--- config.mk ---
export PLATFORM = sky130hd
export DESIGN_NAME = prescaler_8bit_adj
export DESIGN_NICKNAME = d
export VERILOG_FILES = /design/src/rtl/prescaler_pkg.sv /design/src/rtl/prescaler_8bit_adj.sv
export SDC_FILE = /design/constraint.sdc
export NUM_CORES = 1
export LEC_CHECK = 0
export ABC_AREA = 1
export BUFFER_PORTS_ARGS = -buffer_cell sky130_fd_sc_hd__buf_2
export CAP_MARGIN = 20
export CORE_AREA = 2 2 39 41
export DETAILED_ROUTE_END_ITERATION = 6
export DIE_AREA = 0 0 41 43
export GPL_ROUTABILITY_DRIVEN = 0
export PLACE_DENSITY = 0.74
export SLEW_MARGIN = 40
export SYNTH_ARGS = -nofsm -noshare
export SYNTH_HDL_FRONTEND = slang
export SYNTH_SLANG_ARGS = --single-unit
--- constraint.sdc ---
create_clock -name clk50m -period 2.25 [get_ports clk50m]
set_clock_uncertainty 0.1 [all_clocks]
set_input_delay 0.1125 -clock clk50m [delete_from_list [all_inputs] [get_ports clk50m]]
set_output_delay 0.1125 -clock clk50m [all_outputs]
set_load 0.02 [all_outputs]
--- src/rtl/prescaler_pkg.sv ---
// Shared constants and types for the adjustable prescaler and its 1 kHz strobe source.
package prescaler_pkg;

    localparam int CNT_W   = 8;
    localparam int CLK_HZ  = 50_000_000;
    localparam int TICK_HZ = 1_000;
    localparam int DIV_1K  = CLK_HZ / TICK_HZ;

    typedef logic [CNT_W-1:0] cnt_t;

endpackage : prescaler_pkg

--- src/rtl/prescaler_8bit_adj.sv ---
// Adjustable down-counting prescaler: divides the en strobe rate by (preval+1).
module prescaler_8bit_adj
    import prescaler_pkg::*;
#(
    parameter int WIDTH = CNT_W
) (
    input  logic             clk50m,
    input  logic             rst,
    input  logic             en,
    input  logic [WIDTH-1:0] preval,
    output logic [WIDTH-1:0] cnt,
    output logic             cnt_zero
);

    logic [WIDTH-1:0] cnt_q, cnt_d;
    logic             zero_q, zero_d;

    // Next-state: reload preval (and pulse) at zero, otherwise step down; hold when idle.
    // preval is only looked at on reload, so mid-period changes wait for the next period.
    always_comb begin
        cnt_d  = cnt_q;
        zero_d = 1'b0;
        if (en) begin
            if (cnt_q == '0) begin
                cnt_d  = preval;
                zero_d = 1'b1;
            end else begin
                cnt_d  = cnt_q - WIDTH'(1);
            end
        end
    end

    // Counter and pulse registers; reset wins over en and drops any pending period.
    always_ff @(posedge clk50m) begin
        if (rst) begin
            cnt_q  <= '0;
            zero_q <= 1'b0;
        end else begin
            cnt_q  <= cnt_d;
            zero_q <= zero_d;
        end
    end

    assign cnt      = cnt_q;
    assign cnt_zero = zero_q;

endmodule : prescaler_8bit_adj

==> metrics <==
Worst-Skew Late Latency=0.27 ns; Die Area=0.00176 sq mm; post-CTS resize count=0; Fin. Hold Viols=0; Worst setup SP type=register; RSZ-0062 raised after global routing=no; hold crit path type=in -> reg; Pleak=0.411 nW; Synth Area per Inst=6.52 sq um; Worst Path Max Fanout=10; Ys Warns=0; core area=0.00138 sq mm; post-synthesis sequential area ratio=0.291; initial antenna violation count=0; share of layout cells above drive strength 1=0.299; port bufs=19; worst path required time=2.31 ns; Post-Syn Area=619 sq um; maxcap violations=0; crit path DAT=1.56 ns; # fillers=146; vias in the first global route=571; Routed Wire Length=1440 um; width of the chip=41 um; Tot Pwr=0.00104 W; fin nets=131; DRT Pass-1 Iters=4; Synth Instances=95; first-pass GRT wire length=2350 um; Starting Density=0.448; CTS buffer count=3; Max Root-Sink Buffers=2; CTS Sinks=9; power per cell area=1380 mW/mm^2; dpl cells=129; crit end category=register; GRT overflow=0; TritonCTS clock tree=built; final setup fails=0; maximum VDD drop=532 uV; post-CTS setup buffers=0; Syn Nets=108; via count=645; GRT Total Usage=0.199; initial drt markers=16; setup_tns=0 ns; Yosys cell types=22; DRC Markers=0; Ports=20; Layout area overhead=22.2%; Site Rows=14; Die H=43 um; CTS Hold Bufs=0; routed len/inst=10.8 um; H-Tree Depth=1; top-area cell type share of the netlist area=0.291; WS Path Type=reg -> reg; Root Driver=clkbuf_4; Final Slew Violations=0; outcome=finished, final reports clean; maximum clock rate=663 MHz; clock transition at the registers of the reported paths=0.07 ns; non-filler cells, final=133; Antenna Nets Post-Route=0; Avg Vias per Cell=4.85; worst slew pin tran=0.481 ns; largest net degree at the start of global routing=16; dpl hpwl=1100 um; Ant. Diodes=0; Synth area leader=dfxtp_1; post-layout min period=1.51 ns; Rel. slew slack=0.679; Synth Register Bits=9; largest cells by area after synthesis=dfxtp_1 29%, nand2_1 12%, inv_1 10%; Tcrit/Tclk final=0.670
-- worst max-delay path, cell delays in order (launching register included) --
cell     delay (ns)
dfxtp_1        0.37
inv_1          0.11
ha_1           0.21
nand3_1        0.15
inv_2          0.08
nand2_8        0.11
nor2_4         0.04
o21ai_1        0.17
a21oi_2        0.04
-- power breakdown --
| part | internal [W] | switching [W] | leakage (nW) |
|---|---|---|---|
| registers | 0.000211 | 0.0000545 | 0.0742 |
| logic | 0.000228 | 0.000424 | 0.319 |
| clock network | 0.0000657 | 0.0000612 | 0.0177 |
| total | 0.000504 | 0.000539 | 0.411 |
-- registers in the layout, indices dropped and copies added, names as in the netlist --
signal    flops
cnt           8
cnt_zero      1
-- synthesized netlist by cell type --
master	count
nand2_1	19
inv_1	17
a21oi_1	9
dfxtp_1	9
nand3_1	9
o21ai_0	7
nor2_1	6
ha_1	2
nand2_2	2
nor2_2	2
nor2_4	2
a21oi_2	1
buf_2	1
inv_2	1
inv_4	1
nand2_8	1
nand3_2	1
nand4_1	1
nor3_1	1
o211ai_1	1
o21ai_1	1
or2_2	1
-- per-layer routing --
layer | part of all wire | up-vias | routed length [um] | track usage
met5 | 0 | - | 0 | 0
met4 | 0 | 0 | 0 | 0.0400
met3 | 0.067 | 0 | 96 | 0.0942
met2 | 0.50 | 20 | 721 | 0.303
met1 | 0.43 | 275 | 626 | 0.249
li1 | - | 350 | - | -
-- cells by family (layout without fill, tap and decap cells) --
logic type                 Yosys count  count (layout)  synth area share
AOI/OAI and AO/OA                   19              19             0.164
adders and majority gates            2               2            0.0404
buffers and inverters               20              42             0.127
DFF                                  9               9             0.291
and+or+nand+nor                     45              45             0.378
-- path summary, 6_finish.rpt --
kind	end	slack (ns)	startpoint	depth (start not counted)
setup / recovery	cnt[4]$_SDFFE_PP0P_	0.74	cnt[0]$_SDFFE_PP0P_	8
hold / removal	cnt[7]$_SDFFE_PP0P_	0.01	rst	2
setup reg to reg	cnt[4]$_SDFFE_PP0P_	0.74	cnt[0]$_SDFFE_PP0P_	8
hold reg to reg	cnt[7]$_SDFFE_PP0P_	0.39	cnt[7]$_SDFFE_PP0P_	2
-- per-stage QoR --
stage | hold slack (ns) | util | worst slack [ns] | cell area [sq um]
6_report | 0.0102 | 0.547 | 0.742 | 757
5_1_grt | 0.00794 | 0.547 | 0.597 | 757
4_1_cts | 0.00507 | 0.547 | 0.745 | 757
3_5_place_dp | 0.295 | 0.527 | 0.759 | 729
3_3_place_gp | 0.286 | 0.527 | 0.809 | 729
2_1_floorplan | 0.0816 | - | 0.706 | 619
-- cell type report --
class	instances	area, sq um	share of cell area
clock buffers	3	22.5	0.0298
clock inverters	1	5.00	0.00661
inverters	19	73.8	0.0975
multi-input cells	66	360	0.476
flip-flops and latches	9	180	0.238
well taps	16	20.0	0.0264
repair buffers	19	95.1	0.126
-- layout by cell type (no fill, tap or decap) --
cell,instances
nand2_2,2
buf_2,19
or2_2,1
inv_4,1
nand4_1,1
ha_1,2
a21oi_2,1
a21oi_1,9
nand3_2,1
o211ai_1,1
inv_1,17
dfxtp_1,9
inv_2,1
clkbuf_4,3
nor2_4,2
clkinv_2,1
o21ai_0,7
nand3_1,9
nand2_1,19
nand2_8,1
o21ai_1,1
nor2_1,6
nor2_2,2
nor3_1,1
(Power assumes the default switching activity.)
